`config.mk`:
```
export PLATFORM = sky130hd
export DESIGN_NAME = imem_loader
export DESIGN_NICKNAME = d
export VERILOG_FILES = /design/src/rtl/imem_loader_pkg.sv /design/src/rtl/imem_loader_byte_packer.sv /design/src/rtl/imem_loader.sv
export SDC_FILE = /design/constraint.sdc
export NUM_CORES = 1
export LEC_CHECK = 0
export BUFFER_PORTS_ARGS = -buffer_cell sky130_fd_sc_hd__buf_2
export CAP_MARGIN = 20
export CORE_ASPECT_RATIO = 0.8
export CORE_UTILIZATION = 45
export DETAILED_ROUTE_END_ITERATION = 10
export GPL_TIMING_DRIVEN = 0
export PLACE_DENSITY = 0.68
export SYNTH_ARGS = -nofsm -noshare
export SYNTH_HDL_FRONTEND = slang
export SYNTH_SLANG_ARGS = --single-unit
```
`constraint.sdc`:
```
create_clock -name clk -period 5.59 [get_ports clk]
set_input_delay 0.2795 -clock clk [delete_from_list [all_inputs] [get_ports clk]]
set_output_delay 0.2795 -clock clk [all_outputs]
set_load 0.005 [all_outputs]
```
`src/rtl/imem_loader_pkg.sv`:
```
// imem_loader_pkg: constants, state encoding and the address helper used by the
// instruction-memory loader. The default base address is the fetch start
// address, so fetch and the loader share this constant.
package imem_loader_pkg;

  localparam int unsigned BYTE_W         = 8;
  localparam int unsigned WORD_W         = 32;
  localparam int unsigned BYTES_PER_WORD = 4;
  localparam int unsigned CNT_W          = 16;

  localparam logic [WORD_W-1:0] DEFAULT_BASE_ADDR = 32'h0040_0020;
  localparam int unsigned       DEFAULT_MAX_WORDS = 1024;

  typedef enum logic [2:0] {
    S_IDLE,
    S_COLLECT,
    S_WRITE,
    S_CHECK,
    S_RELEASE,
    S_DONE
  } state_t;

  // Byte address of word idx, wrapping modulo 2^32.
  function automatic logic [WORD_W-1:0] word_addr(input logic [WORD_W-1:0] base,
                                                  input logic [CNT_W-1:0]  idx);
    return base + WORD_W'({idx, 2'b00});
  endfunction

endpackage

```
`src/rtl/imem_loader_byte_packer.sv`:
```
// imem_loader_byte_packer: packs a byte stream into big-endian words.
// Ports:
//   clk, reset  clock, async active-high reset
//   clear       restart the byte count (new load)
//   shift_en    a byte is accepted this cycle
//   data        accepted byte
//   word        combinational view of the word including the current byte
//   word_ready  combinational: the current byte completes a word
module imem_loader_byte_packer
  import imem_loader_pkg::*;
(
  input  logic              clk,
  input  logic              reset,
  input  logic              clear,
  input  logic              shift_en,
  input  logic [BYTE_W-1:0] data,
  output logic [WORD_W-1:0] word,
  output logic              word_ready
);

  localparam int unsigned BCNT_W = $clog2(BYTES_PER_WORD);
  localparam int unsigned HOLD_W = BYTE_W * (BYTES_PER_WORD - 1);

  // Only the first three bytes are stored; the fourth is forwarded directly.
  logic [HOLD_W-1:0] hold;
  logic [BCNT_W-1:0] cnt;

  assign word       = {hold, data};
  assign word_ready = shift_en && (cnt == BCNT_W'(BYTES_PER_WORD - 1));

  always_ff @(posedge clk or posedge reset) begin
    if (reset) begin
      hold <= '0;
      cnt  <= '0;
    end else if (clear) begin
      hold <= '0;
      cnt  <= '0;
    end else if (shift_en) begin
      hold <= {hold[HOLD_W-BYTE_W-1:0], data};
      cnt  <= cnt + BCNT_W'(1);
    end
  end

endmodule

```
`src/rtl/imem_loader.sv`:
```
// imem_loader: boot-time writer for the instruction SRAM. Collects a byte
// stream into 32-bit words, writes them from BASE_ADDR upward, then pulses
// load_pc so fetch restarts at the first loaded instruction.
// Optional macro IMEM_LOADER_CHECKSUM_EN: XOR checksum of the written words is
// compared against 4 trailing bytes before load_pc is released.
// Ports:
//   clk, reset                 clock, async active-high reset
//   start, word_count          load request and program length in words
//   in_valid, in_data, in_ready  byte stream handshake
//   mem_cs, mem_we, mem_oe, mem_addr, mem_din  SRAM write port
//   load_pc                    one-cycle PC async-load pulse
//   busy, done, error          status
module imem_loader
  import imem_loader_pkg::*;
#(
  parameter logic [WORD_W-1:0] BASE_ADDR = DEFAULT_BASE_ADDR,
  parameter int unsigned       MAX_WORDS = DEFAULT_MAX_WORDS
) (
  input  logic              clk,
  input  logic              reset,
  input  logic              start,
  input  logic [CNT_W-1:0]  word_count,
  input  logic              in_valid,
  input  logic [BYTE_W-1:0] in_data,
  output logic              in_ready,
  output logic              mem_cs,
  output logic              mem_we,
  output logic              mem_oe,
  output logic [WORD_W-1:0] mem_addr,
  output logic [WORD_W-1:0] mem_din,
  output logic              load_pc,
  output logic              busy,
  output logic              done,
  output logic              error
);

  state_t            state;
  logic [CNT_W-1:0]  count;
  logic [CNT_W-1:0]  idx;
  logic [CNT_W-1:0]  idx_next_c;
  logic              accept_c;
  logic              start_ok_c;
  logic              len_bad_c;
  logic [WORD_W-1:0] word;
  logic              word_ready;
`ifdef IMEM_LOADER_CHECKSUM_EN
  logic [WORD_W-1:0] sum;
`endif

  assign mem_oe     = 1'b0;
  assign accept_c   = in_valid && in_ready;
  assign idx_next_c = idx + CNT_W'(1);
  assign len_bad_c  = (word_count == '0) || (word_count > CNT_W'(MAX_WORDS));
  assign start_ok_c = start && !len_bad_c && ((state == S_IDLE) || (state == S_DONE));

  imem_loader_byte_packer u_byte_packer (
    .clk        (clk),
    .reset      (reset),
    .clear      (start_ok_c),
    .shift_en   (accept_c),
    .data       (in_data),
    .word       (word),
    .word_ready (word_ready)
  );

  // Control FSM; every output is set on the edge that enters its state.
  always_ff @(posedge clk or posedge reset) begin
    if (reset) begin
      state    <= S_IDLE;
      count    <= '0;
      idx      <= '0;
      in_ready <= 1'b0;
      mem_cs   <= 1'b0;
      mem_we   <= 1'b0;
      mem_addr <= '0;
      mem_din  <= '0;
      load_pc  <= 1'b0;
      busy     <= 1'b0;
      done     <= 1'b0;
      error    <= 1'b0;
`ifdef IMEM_LOADER_CHECKSUM_EN
      sum      <= '0;
`endif
    end else begin
      case (state)
        S_IDLE, S_DONE: begin
          if (start) begin
            done <= 1'b0;
            if (len_bad_c) begin
              error <= 1'b1;
              state <= S_IDLE;
            end else begin
              error    <= 1'b0;
              count    <= word_count;
              idx      <= '0;
              busy     <= 1'b1;
              in_ready <= 1'b1;
              state    <= S_COLLECT;
`ifdef IMEM_LOADER_CHECKSUM_EN
              sum      <= '0;
`endif
            end
          end
        end
        S_COLLECT: begin
          if (word_ready) begin
            in_ready <= 1'b0;
            mem_cs   <= 1'b1;
            mem_we   <= 1'b1;
            mem_addr <= word_addr(BASE_ADDR, idx);
            mem_din  <= word;
            state    <= S_WRITE;
`ifdef IMEM_LOADER_CHECKSUM_EN
            sum      <= sum ^ word;
`endif
          end
        end
        S_WRITE: begin
          mem_cs <= 1'b0;
          mem_we <= 1'b0;
          idx    <= idx_next_c;
          if (idx_next_c == count) begin
`ifdef IMEM_LOADER_CHECKSUM_EN
            in_ready <= 1'b1;
            state    <= S_CHECK;
`else
            load_pc  <= 1'b1;
            state    <= S_RELEASE;
`endif
          end else begin
            in_ready <= 1'b1;
            state    <= S_COLLECT;
          end
        end
`ifdef IMEM_LOADER_CHECKSUM_EN
        S_CHECK: begin
          if (word_ready) begin
            in_ready <= 1'b0;
            if (word == sum) begin
              load_pc <= 1'b1;
              state   <= S_RELEASE;
            end else begin
              error <= 1'b1;
              busy  <= 1'b0;
              state <= S_IDLE;
            end
          end
        end
`endif
        S_RELEASE: begin
          load_pc <= 1'b0;
          busy    <= 1'b0;
          done    <= 1'b1;
          state   <= S_DONE;
        end
        default: begin
          in_ready <= 1'b0;
          mem_cs   <= 1'b0;
          mem_we   <= 1'b0;
          load_pc  <= 1'b0;
          busy     <= 1'b0;
          state    <= S_IDLE;
        end
      endcase
    end
  end

endmodule

```
==> results of run 1 <==
-- how the worst max path moves through the flow --
stage / from / to / slack, ps / cells after the start
after floorplan: reset / busy$_DFFE_PP0P_ / 2210 / 1
after global placement: reset / error$_DFFE_PP0P_ / 940 / 2
after detailed placement: word_count[6] / count[0]$_DFFE_PP0P_ / 2760 / 6
after CTS: idx[2]$_DFFE_PP0P_ / load_pc$_DFFE_PP0P_ / 2720 / 7
after global routing: idx[2]$_DFFE_PP0P_ / load_pc$_DFFE_PP0P_ / 2520 / 7
final: idx[2]$_DFFE_PP0P_ / load_pc$_DFFE_PP0P_ / 2620 / 7
-- cells in the final DEF (no fill, tap or decap), types with 11 or more instances in the layout --
| master | netlist | routed |
|---|---|---|
| sky130_fd_sc_hd__nor2_1 | 27 | 27 |
| sky130_fd_sc_hd__mux2_2 | 11 | 11 |
| sky130_fd_sc_hd__clkbuf_1 | 28 | 31 |
| sky130_fd_sc_hd__a21oi_1 | 34 | 34 |
| sky130_fd_sc_hd__buf_4 | 18 | 18 |
| sky130_fd_sc_hd__xnor2_1 | 20 | 20 |
| sky130_fd_sc_hd__nor3_1 | 11 | 11 |
| sky130_fd_sc_hd__nand2_1 | 192 | 192 |
| sky130_fd_sc_hd__o21ai_0 | 40 | 40 |
| sky130_fd_sc_hd__dfrtp_1 | 117 | 117 |
| sky130_fd_sc_hd__clkbuf_16 | 0 | 17 |
| sky130_fd_sc_hd__buf_2 | 5 | 89 |
| sky130_fd_sc_hd__xor2_1 | 11 | 11 |
| sky130_fd_sc_hd__conb_1 | 1 | 15 |
-- cell families after synthesis --
family,synth area share (%)
and+or+nand+nor,21.6
DFF,52.9
AOI/OAI and AO/OA,11.6
buffers and inverters,5.95
xor gates and xnor gates,4.91
muxes,2.24
adders and majority gates,0.679
other,0.0678
-- cell type report --
class | instances | area [µm²] | share of cell area [%]
Sequential cell | 117 | 2930 | 43.0
Multi-Input combinational cell | 448 | 2330 | 34.2
Clock buffer | 23 | 478 | 7.02
Timing Repair Buffer | 86 | 458 | 6.72
Buffer | 57 | 288 | 4.23
Tap cell | 148 | 185 | 2.72
Clock inverter | 8 | 100 | 1.47
Inverter | 11 | 46.3 | 0.680
-- worst max-delay path, cell delays in order, from the launching register on --
cell and delay, ps:
sky130_fd_sc_hd__dfrtp_1 330, sky130_fd_sc_hd__clkbuf_1 340, sky130_fd_sc_hd__nand3_1 380, sky130_fd_sc_hd__or3_1 460
sky130_fd_sc_hd__a2111oi_0 620, sky130_fd_sc_hd__o2111a_1 330, sky130_fd_sc_hd__nand4bb_1 180, sky130_fd_sc_hd__o21ai_0 230
-- where the power goes --
| group | internal [mW] | switching [mW] | leakage, nW |
|---|---|---|---|
| sequential | 0.968 | 0.0936 | 1.54 |
| clock | 0.686 | 0.377 | 0.271 |
| combinational | 0.262 | 0.399 | 1.65 |
-- layer usage --
layer	global-route usage, %	routed length [µm]	vias to the layer above
met5	0	0	-
met4	7.32	196	0
met3	5.02	923	20
met2	34.1	6090	192
met1	33.8	6610	2297
li1	-	-	2287
-- sequential cells by signal, indices dropped and copies added, names as in the netlist --
signal / count
state: 3
u_byte_packer.cnt: 2
u_byte_packer.hold: 24
mem_we: 1
error: 1
load_pc: 1
done: 1
count: 16
busy: 1
idx: 16
mem_addr: 18
mem_din: 32
in_ready: 1
-- per-stage QoR --
stage	total power [mW]	utilization [%]	setup WS [ps]	hold slack [ps]
after global placement	1.70	52.7	942	445
after detailed placement	1.72	53.0	2760	265
after floorplan	1.54	-	2210	385
after CTS	2.79	58.0	2720	71.5
final	2.79	58.0	2620	78.7
after global routing	2.93	58.0	2520	91.6
==> key figures, run 1 <==
Drt
  – Number of design rule violations left after detail routing: 0
  – Post-detailed-routing wire length: 13.8 mm
  – Detailed-routing iteration count for the pre-antenna-repair pass: 5
  – Average via count per standard cell: 5.34
  – Total number of vias: 4,796
  – DRT iter0 DRCs: 338
  – Routed wire per std cell: 15.4 µm
  – Final ANT Viol Nets: 0

Synthesis
  – Top area cells in the synthesized netlist: sky130_fd_sc_hd__dfrtp_1, sky130_fd_sc_hd__nand2_1, sky130_fd_sc_hd__o21ai_0, sky130_fd_sc_hd__xnor2_1, sky130_fd_sc_hd__a21oi_1
  – Synthesis-stage register bit count: 117
  – Total of warnings raised by yosys: 0
  – Sequential share of the synthesized area: 52.9%
  – Top-count cell post-synth: sky130_fd_sc_hd__nand2_1
  – Proportion of synthesized flip-flops having asynchronous set or reset: 100%
  – Most frequent cells after synthesis: sky130_fd_sc_hd__nand2_1, sky130_fd_sc_hd__dfrtp_1, sky130_fd_sc_hd__o21ai_0, sky130_fd_sc_hd__a21oi_1, sky130_fd_sc_hd__clkbuf_1
  – Largest area contributor in the synthesized netlist: sky130_fd_sc_hd__dfrtp_1
  – Post-synthesis average cell area: 8.94 µm²
  – Post-synthesis instance area: 5530 µm²
  – Count of flip-flops with a built-in enable after synthesis: 0
  – Number of distinct library cell variants in the gate-level netlist after synthesis: 48
  – Number of instances in the synthesized netlist: 619
  – Yosys top cell area share: 52.9%
  – Most frequently used flop master after synthesis: sky130_fd_sc_hd__dfrtp_1

Timing
  – Final worst path period share: 53.1%
  – Count of final hold-check violations: 0
  – Final Critical Period: 2970 ps
  – Slew Limit Headroom: 40.6%
  – Worst Skew: 5.69 ps
  – Total negative slack: 0 ps
  – Slew at the pin closest to its max-slew limit: 882 ps
  – Unrepaired setup endpoints after global routing: no
  – Max frequency: 337 MHz
  – Setup-violating endpoint count in the final report: 0
  – Slew Limit Fails: 0

Global routing
  – First-pass GRT wire length: 22.6 mm
  – Number of global-route vias before repair: 4,427
  – GR Overflow Total: 0
  – Antenna violations before repair: 0
  – Pin count of the biggest net entering global routing: 91
  – Global-route usage over all layers: 23.0%

Placement
  – Placed Cells: 866
  – I/O Buffers: 84
  – Gpl congestion: 0.883
  – Placed instance area: 6220 µm²
  – Post-DP HPWL: 9.81 mm

Job
  – Max-cap violation count: 0

Floorplan
  – Starting density of the core: 47.1%
  – Core region area: 11,700 µm²
  – Area of the die: 12,700 µm²
  – Die W: 126 µm
  – Die Span Y: 101 µm
  – Count of standard-cell rows: 35
  – I/O pin count: 100

Cells and area
  – Count of fill cells added during filler insertion: 1,075
  – Share of final-layout standard cells stronger than drive strength 1: 20.7%
  – Fin cells: 898
  – Antenna diode count: 0
  – Layout Cell Area excl Fill: 6810 µm²
  – Number of nets in the final layout: 769
  – Area overhead of the layout relative to synthesis: 23.1%

Worst setup path
  – Crit path arrival time: 3290 ps
  – Startpoint type of the worst setup path: flip-flop
  – Start of the worst register-to-register path: idx[2]$_DFFE_PP0P_
  – Critical path fanouts, max: 10
  – Worst Reg-to-Reg Cells: 7
  – Worst Setup Path Type: flip-flop to flip-flop
  – FF-to-FF setup slack: 2620 ps
  – Crit. End Element: flip-flop
  – Reg2Reg Capture Point: load_pc$_DFFE_PP0P_
  – Critical path data required time: 5910 ps

Clocking
  – Clock sinks: 117
  – Cell chosen for the clock root: sky130_fd_sc_hd__clkbuf_16
  – Clock latency on the worst-skew pair: 410 ps
  – # Post-CTS Setup Buffers: 0
  – Number of hold-repair buffers added at the cts stage: 1
  – TritonCTS clock tree: built
  – Gates resized, CTS repair: 0
  – Number of H-tree levels: 4
  – Clock Pin Slew Worst Setup and Hold Paths: 50 ps
  – Number of buffers created by CTS: 17
  – Buffer levels on the longest clock path: 2

Power and ir drop
  – Leakage: 3.46 nW
  – Peak supply drop: 199 µV
  – Power density over the cells: 409 nW/µm²

Worst hold path
  – Beginning of the worst hold path: in_data[4]
  – Worst Hold Path Cells: 3
  – Hold Crit Class: input pin to flip-flop
  – Capture endpoint of the worst hold path: mem_din[4]$_DFFE_PP0P_

Outcome
  – Status: finished, final reports clean
(Power assumes the default switching activity.)
==> run 2, diff against run 1 <==
ABC_AREA = 1   (was unset)
PLACE_DENSITY = 0.67   (was 0.68)
clock period = 2.9 ns   (was 5.59 ns; I/O delays follow)
==> run 2 against run 1 <==
  * Sequential share of layout area is 2.2 points lower
  * Clock power is 100% higher
  * Combinational power rose to 4.0 times the previous value
  * Die area is 3.5% higher
  * Final area grew 5.4%
  * Largest power group is now combinational cells
==> key figures, run 2 <==
Timing
  – Unrepaired setup endpoints after global routing: no
  – Slew Limit Headroom: 59.1%
  – Worst Skew: 8.66 ps
  – Count of final hold-check violations: 0
  – Max frequency: 408 MHz
  – Total negative slack: 0 ps
  – Final Critical Period: 2450 ps
  – Setup-violating endpoint count in the final report: 0
  – Slew Limit Fails: 0
  – Worst hold slack after final layout: 6.28 ps
  – Slew at the pin closest to its max-slew limit: 612 ps
  – Final worst path period share: 84.6%
  – Setup WS post-layout: 447 ps

Synthesis
  – Post-synthesis average cell area: 7.88 µm²
  – Total of warnings raised by yosys: 0
  – Most frequently used flop master after synthesis: sky130_fd_sc_hd__dfrtp_1
  – Top-count cell post-synth: sky130_fd_sc_hd__nand2_1
  – Yosys top cell area share: 51.1%
  – Proportion of synthesized flip-flops having asynchronous set or reset: 100%
  – Top area cells in the synthesized netlist: sky130_fd_sc_hd__dfrtp_1, sky130_fd_sc_hd__nand2_1, sky130_fd_sc_hd__inv_1, sky130_fd_sc_hd__o21ai_0, sky130_fd_sc_hd__nand3_1
  – Synthesis-stage register bit count: 117
  – Post-synthesis instance area: 5730 µm²
  – Count of flip-flops with a built-in enable after synthesis: 0
  – Number of distinct library cell variants in the gate-level netlist after synthesis: 33
  – Sequential share of the synthesized area: 51.1%
  – Largest area contributor in the synthesized netlist: sky130_fd_sc_hd__dfrtp_1
  – Number of instances in the synthesized netlist: 727
  – Most frequent cells after synthesis: sky130_fd_sc_hd__nand2_1, sky130_fd_sc_hd__dfrtp_1, sky130_fd_sc_hd__inv_1, sky130_fd_sc_hd__o21ai_0, sky130_fd_sc_hd__nand3_1

Clocking
  – Number of hold-repair buffers added at the cts stage: 10
  – Number of H-tree levels: 4
  – TritonCTS clock tree: built
  – # Post-CTS Setup Buffers: 0
  – Buffer levels on the longest clock path: 2
  – Clock sinks: 117
  – Gates resized, CTS repair: 0
  – Number of buffers created by CTS: 17
  – Clock latency on the worst-skew pair: 420 ps
  – Cell chosen for the clock root: sky130_fd_sc_hd__clkbuf_16
  – Clock Pin Slew Worst Setup and Hold Paths: 60 ps

Floorplan
  – Core region area: 12,300 µm²
  – Area of the die: 13,200 µm²
  – Die W: 128 µm
  – I/O pin count: 100
  – Count of standard-cell rows: 36
  – Starting density of the core: 46.6%
  – Die Span Y: 103 µm

Power and ir drop
  – Peak supply drop: 537 µV
  – Power density over the cells: 1030 nW/µm²
  – Leakage: 4.00 nW

Cells and area
  – Number of flip-flops in the largest register: 32
  – Highest-count cells in the layout ignoring fill and taps: sky130_fd_sc_hd__nand2_1, sky130_fd_sc_hd__dfrtp_1, sky130_fd_sc_hd__inv_1
  – Antenna diode count: 0
  – Area overhead of the layout relative to synthesis: 25.3%
  – Most flops, register: mem_din
  – Leading cell type in the layout, fill and taps excluded: sky130_fd_sc_hd__nand2_1
  – Registers with the most flip-flops: mem_din x32, u_byte_packer.hold x24, mem_addr x18
  – Number of nets in the final layout: 888
  – Core Util, Final: 58.4%
  – Area taken by multi-input logic gates: 2220 µm²
  – Share of final-layout standard cells stronger than drive strength 1: 19.4%
  – Count of fill cells added during filler insertion: 1,120
  – Layout Cell Area excl Fill: 7180 µm²
  – Combined flip-flop and latch cell area: 2930 µm²

Worst setup path
  – Critical path data required time: 3210 ps
  – Critical path fanouts, max: 7
  – Largest incremental delay on the critical path: 520 ps
  – Crit. End Element: flip-flop
  – Series of cell instances along the critical path: ha_1, nand3_1, nor2_1, nand2_1, nand2_1, nand2_1, nand2_1, nand3_1, nor2_1, nand4_2, nand4_1, nand2_1
  – Crit-path slowest cell: sky130_fd_sc_hd__dfrtp_1
  – Startpoint type of the worst setup path: flip-flop
  – Crit path arrival time: 2760 ps
  – Most used cell along the critical path: sky130_fd_sc_hd__nand2_1
  – Worst Setup Path Type: flip-flop to flip-flop

Placement
  – Post-DP HPWL: 11.1 mm
  – Placed instance area: 6480 µm²
  – Gpl congestion: 0.894
  – Pre-CTS WS: 582 ps
  – I/O Buffers: 84

Drt
  – Average via count per standard cell: 5.00
  – Final ANT Viol Nets: 0
  – DRT iter0 DRCs: 235
  – Post-detailed-routing wire length: 15.4 mm
  – Total number of vias: 5,204
  – Number of design rule violations left after detail routing: 0
  – Detailed-routing iteration count for the pre-antenna-repair pass: 6
  – Routed wire per std cell: 14.8 µm

Outcome
  – Status: finished, final reports clean

Global routing
  – First-pass GRT wire length: 24.7 mm
  – Global-route usage over all layers: 24.8%
  – Pin count of the biggest net entering global routing: 35
  – Number of global-route vias before repair: 5,077
  – Antenna violations before repair: 0
  – GR Overflow Total: 0

Job
  – Max-cap violation count: 0

Worst hold path
  – Hold Crit Class: input pin to flip-flop
[run 2: changes by cell type after synthesis, sizes merged, moves of 18 or more]
cell and delta:
nand2 +47, nand3 +30, a21oi -31, inv +97, o21ai +37, xnor2 -18
[run 2: stage by stage]
| step | total power, mW | instances |
|---|---|---|
| after floorplan | 4.33 | 741 |
| after global placement | 5.10 | 996 |
| after detailed placement | 5.21 | 999 |
| after CTS | 7.39 | 1041 |
| after global routing | 7.93 | 1041 |
| final | 7.39 | 1041 |
[run 2: report_power, final]
group / internal, mW / total, mW / leakage, nW / switching, mW
clock: 1.29 / 2.14 / 0.290 / 0.842
sequential: 2.19 / 2.62 / 1.48 / 0.429
combinational: 0.974 / 2.63 / 2.22 / 1.66
total: 4.46 / 7.39 / 4.00 / 2.93
[run 2: kinds of logic after synthesis]
family	after synthesis	synth area share, %
multiplexers	1	0.196
AND/OR/NAND/NOR	339	25.4
adder cells (fa/ha/maj)	3	0.655
flip-flops	117	51.1
buffers and inverters	149	11.0
AO/OA/AOI/OAI	104	9.56
XOR/XNOR	13	1.99
other	1	0.0654
[run 2: critical path, delay by kind of cell (launching register included)]
family / cells / cell delay (ps)
adder cells (fa/ha/maj): 1 / 340
flip-flops: 1 / 520
AND/OR/NAND/NOR: 11 / 1470
[run 2: final cells by class]
| type | count | area share, % |
|---|---|---|
| flip-flops and latches | 117 | 40.8 |
| inverters | 108 | 5.70 |
| multi-input cells | 475 | 31.0 |
| clock buffers | 18 | 5.98 |
| clock inverters | 14 | 2.35 |
| well taps | 171 | 2.98 |
| plain buffers | 41 | 3.17 |
| repair buffers | 97 | 8.09 |
[run 2: path summary, 6_finish.rpt]
kind | start | to | slack [ps] | cells after the start
setup / recovery | idx[3]$_DFFE_PP0P_ | in_ready$_DFFE_PP0P_ | 450 | 12
hold / removal | in_data[7] | mem_din[7]$_DFFE_PP0P_ | 6 | 3
setup reg to reg | idx[3]$_DFFE_PP0P_ | in_ready$_DFFE_PP0P_ | 450 | 12
hold reg to reg | load_pc$_DFFE_PP0P_ | load_pc$_DFFE_PP0P_ | 470 | 2
max in group asynchronous | reset | state[2]$_DFFE_PP0P_ | 1980 | 4
min in group asynchronous | reset | mem_addr[17]$_DFFE_PP0P_ | 350 | 3
[run 2: metal layers]
metal,vias to the layer above,GRT usage [%],share of wire (%)
li1,2515,-,-
met1,2515,31.8,44
met2,149,42.2,50
met3,25,4.67,4.8
met4,0,9.41,1.6
met5,-,0,0
==> run 3, diff against run 2 <==
ABC_AREA = 0   (was 1)
PLACE_DENSITY = 0.7   (was 0.67)
clock period = 2.23 ns   (was 2.9 ns; I/O delays follow)
==> run 3 against run 2 <==
  * Register-to-register slack worse by 420 ps
  * Clock skew is 1.7 ps lower
  * Global-route usage fell by 1.3 points
  * Maximum frequency grew 11%
  * Worst setup slack worse by 420 ps
  * Largest power group is now registers
  * Sequential power rose by 5%
  * First-iteration DRC count increased by 74%
  * Cell count decreased by 12%
  * Final area is essentially flat
  * Utilization rose by 2.8 points
==> key figures, run 3 (synthesis gave the netlist of run 1 again) <==
Cells and area
  – Area overhead of the layout relative to synthesis: 29.9%
  – Count of fill cells added during filler insertion: 1,015
  – Most flops, register: mem_din
  – Registers with the most flip-flops: mem_din x32, u_byte_packer.hold x24, mem_addr x18
  – Share of final-layout standard cells stronger than drive strength 1: 24.9%
  – Core Util, Final: 61.2%
  – Number of nets in the final layout: 789
  – Antenna diode count: 0
  – Highest-count cells in the layout ignoring fill and taps: sky130_fd_sc_hd__nand2_1, sky130_fd_sc_hd__dfrtp_1, sky130_fd_sc_hd__buf_2
  – Number of flip-flops in the largest register: 32
  – Fin cells: 918
  – Leading cell type in the layout, fill and taps excluded: sky130_fd_sc_hd__nand2_1

Clocking
  – Clock sinks: 117
  – Cell chosen for the clock root: sky130_fd_sc_hd__clkbuf_16
  – Number of H-tree levels: 4
  – Number of buffers created by CTS: 17
  – Clock Pin Slew Worst Setup and Hold Paths: 50 ps
  – TritonCTS clock tree: built
  – Buffer levels on the longest clock path: 2
  – Clock latency on the worst-skew pair: 420 ps

Power and ir drop
  – Power density over the cells: 1000 nW/µm²
  – Peak supply drop: 587 µV
  – Leakage: 3.64 nW
  – Total power consumption of the routed design: 7.21 mW

Floorplan
  – I/O pin count: 100
  – Count of standard-cell rows: 35
  – Area of the die: 12,700 µm²
  – Die W: 126 µm
  – Die Span Y: 101 µm
  – Core region area: 11,700 µm²
  – Starting density of the core: 47.1%

Global routing
  – GR Overflow Total: 0
  – Number of global-route vias before repair: 4,591
  – Global-route usage over all layers: 23.5%
  – Pin count of the biggest net entering global routing: 37
  – Antenna violations before repair: 0
  – First-pass GRT wire length: 23.1 mm

Job
  – Max-cap violation count: 0

Placement
  – Pre-CTS WS: -560 ps
  – Gpl congestion: 0.888
  – Post-DP HPWL: 9.79 mm
  – I/O Buffers: 84
  – Placed Cells: 868

Outcome
  – Status: finished, final reports clean

Worst hold path
  – Hold Crit Class: input pin to flip-flop
  – Capture endpoint of the worst hold path: state[2]$_DFFE_PP0P_
  – Worst Hold Path Cells: 3
  – Beginning of the worst hold path: start

Timing
  – Slew at the pin closest to its max-slew limit: 570 ps
  – Total negative slack: 0 ps
  – Setup WS post-layout: 26.5 ps
  – Count of final hold-check violations: 0
  – Setup-violating endpoint count in the final report: 0
  – Max frequency: 454 MHz
  – Slew Limit Headroom: 61.7%
  – Final worst path period share: 98.8%
  – Final Critical Period: 2200 ps
  – Worst Skew: 7.00 ps
  – Slew Limit Fails: 0

Worst setup path
  – Crit path arrival time: 2480 ps
  – Worst Reg-to-Reg Cells: 7
  – Critical path fanouts, max: 5
  – Start of the worst register-to-register path: idx[4]$_DFFE_PP0P_
  – Worst Setup Path Type: flip-flop to flip-flop
  – Reg2Reg Capture Point: state[0]$_DFFE_PP0P_
  – Startpoint type of the worst setup path: flip-flop
  – Crit. End Element: flip-flop
  – Critical path data required time: 2510 ps
  – FF-to-FF setup slack: 30 ps

Drt
  – Routed wire per std cell: 15.3 µm
  – Total number of vias: 4,785
  – Detailed-routing iteration count for the pre-antenna-repair pass: 5
  – Average via count per standard cell: 5.21
  – Number of design rule violations left after detail routing: 0
  – Post-detailed-routing wire length: 14.0 mm
  – DRT iter0 DRCs: 410
  – Final ANT Viol Nets: 0
-- run 3: cell type report --
cell class	count	area [µm²]	area share, %
Timing Repair Buffer	114	733	10.2
Inverter	11	45.0	0.627
Tap cell	148	185	2.58
Sequential cell	117	2930	40.8
Buffer	49	283	3.94
Clock buffer	19	433	6.02
Multi-Input combinational cell	448	2440	33.9
Clock inverter	12	138	1.92
-- run 3: per-stage QoR --
stage          instance area, µm²  hold slack (ps)
3_5_place_dp                 6270              119
2_1_floorplan                5600              217
5_1_grt                      7190              114
6_report                     7190             82.3
3_3_place_gp                 6210              326
4_1_cts                      7150             75.7
-- run 3: metal layers --
| metal | GRT usage [%] | up-vias | wire [µm] |
|---|---|---|---|
| li1 | - | 2308 | - |
| met1 | 33.6 | 2293 | 6720 |
| met2 | 34.1 | 167 | 6140 |
| met3 | 6.76 | 17 | 967 |
| met4 | 8.99 | 0 | 183 |
| met5 | 0 | - | 0 |
-- run 3: report_power, final --
part | switching, mW | internal (mW)
clock | 0.937 | 1.73
combinational | 1.01 | 0.783
sequential | 0.313 | 2.43
-- run 3: worst max path at each step --
| stage | start | end | depth (start not counted) |
|---|---|---|---|
| 2_1_floorplan | idx[0]$_DFFE_PP0P_ | state[0]$_DFFE_PP0P_ | 7 |
| 3_3_place_gp | idx[2]$_DFFE_PP0P_ | state[0]$_DFFE_PP0P_ | 7 |
| 3_5_place_dp | idx[2]$_DFFE_PP0P_ | state[0]$_DFFE_PP0P_ | 7 |
| 4_1_cts | idx[4]$_DFFE_PP0P_ | state[0]$_DFFE_PP0P_ | 7 |
| 5_1_grt | idx[9]$_DFFE_PP0P_ | in_ready$_DFFE_PP0P_ | 7 |
| 6_report | idx[4]$_DFFE_PP0P_ | state[0]$_DFFE_PP0P_ | 7 |
-- run 3: timing repair --
item                                    4_1_cts  5_1_grt
hold buffers                                 20        0
gates resized for setup                      25       17
setup buffers                                 6        1
hold endpoints to repair                     40        0
endpoints found under the setup margin       82       40
pin swaps                                     5        3
-- run 3: critical path, stage by stage, from the launching register on --
cell and delay [ps]:
sky130_fd_sc_hd__dfrtp_1 390, sky130_fd_sc_hd__ha_4 190, sky130_fd_sc_hd__nand3_2 130, sky130_fd_sc_hd__or3_4 400, sky130_fd_sc_hd__a2111oi_4 340, sky130_fd_sc_hd__o2111a_1 270, sky130_fd_sc_hd__and4bb_2 280, sky130_fd_sc_hd__o21ai_1 60
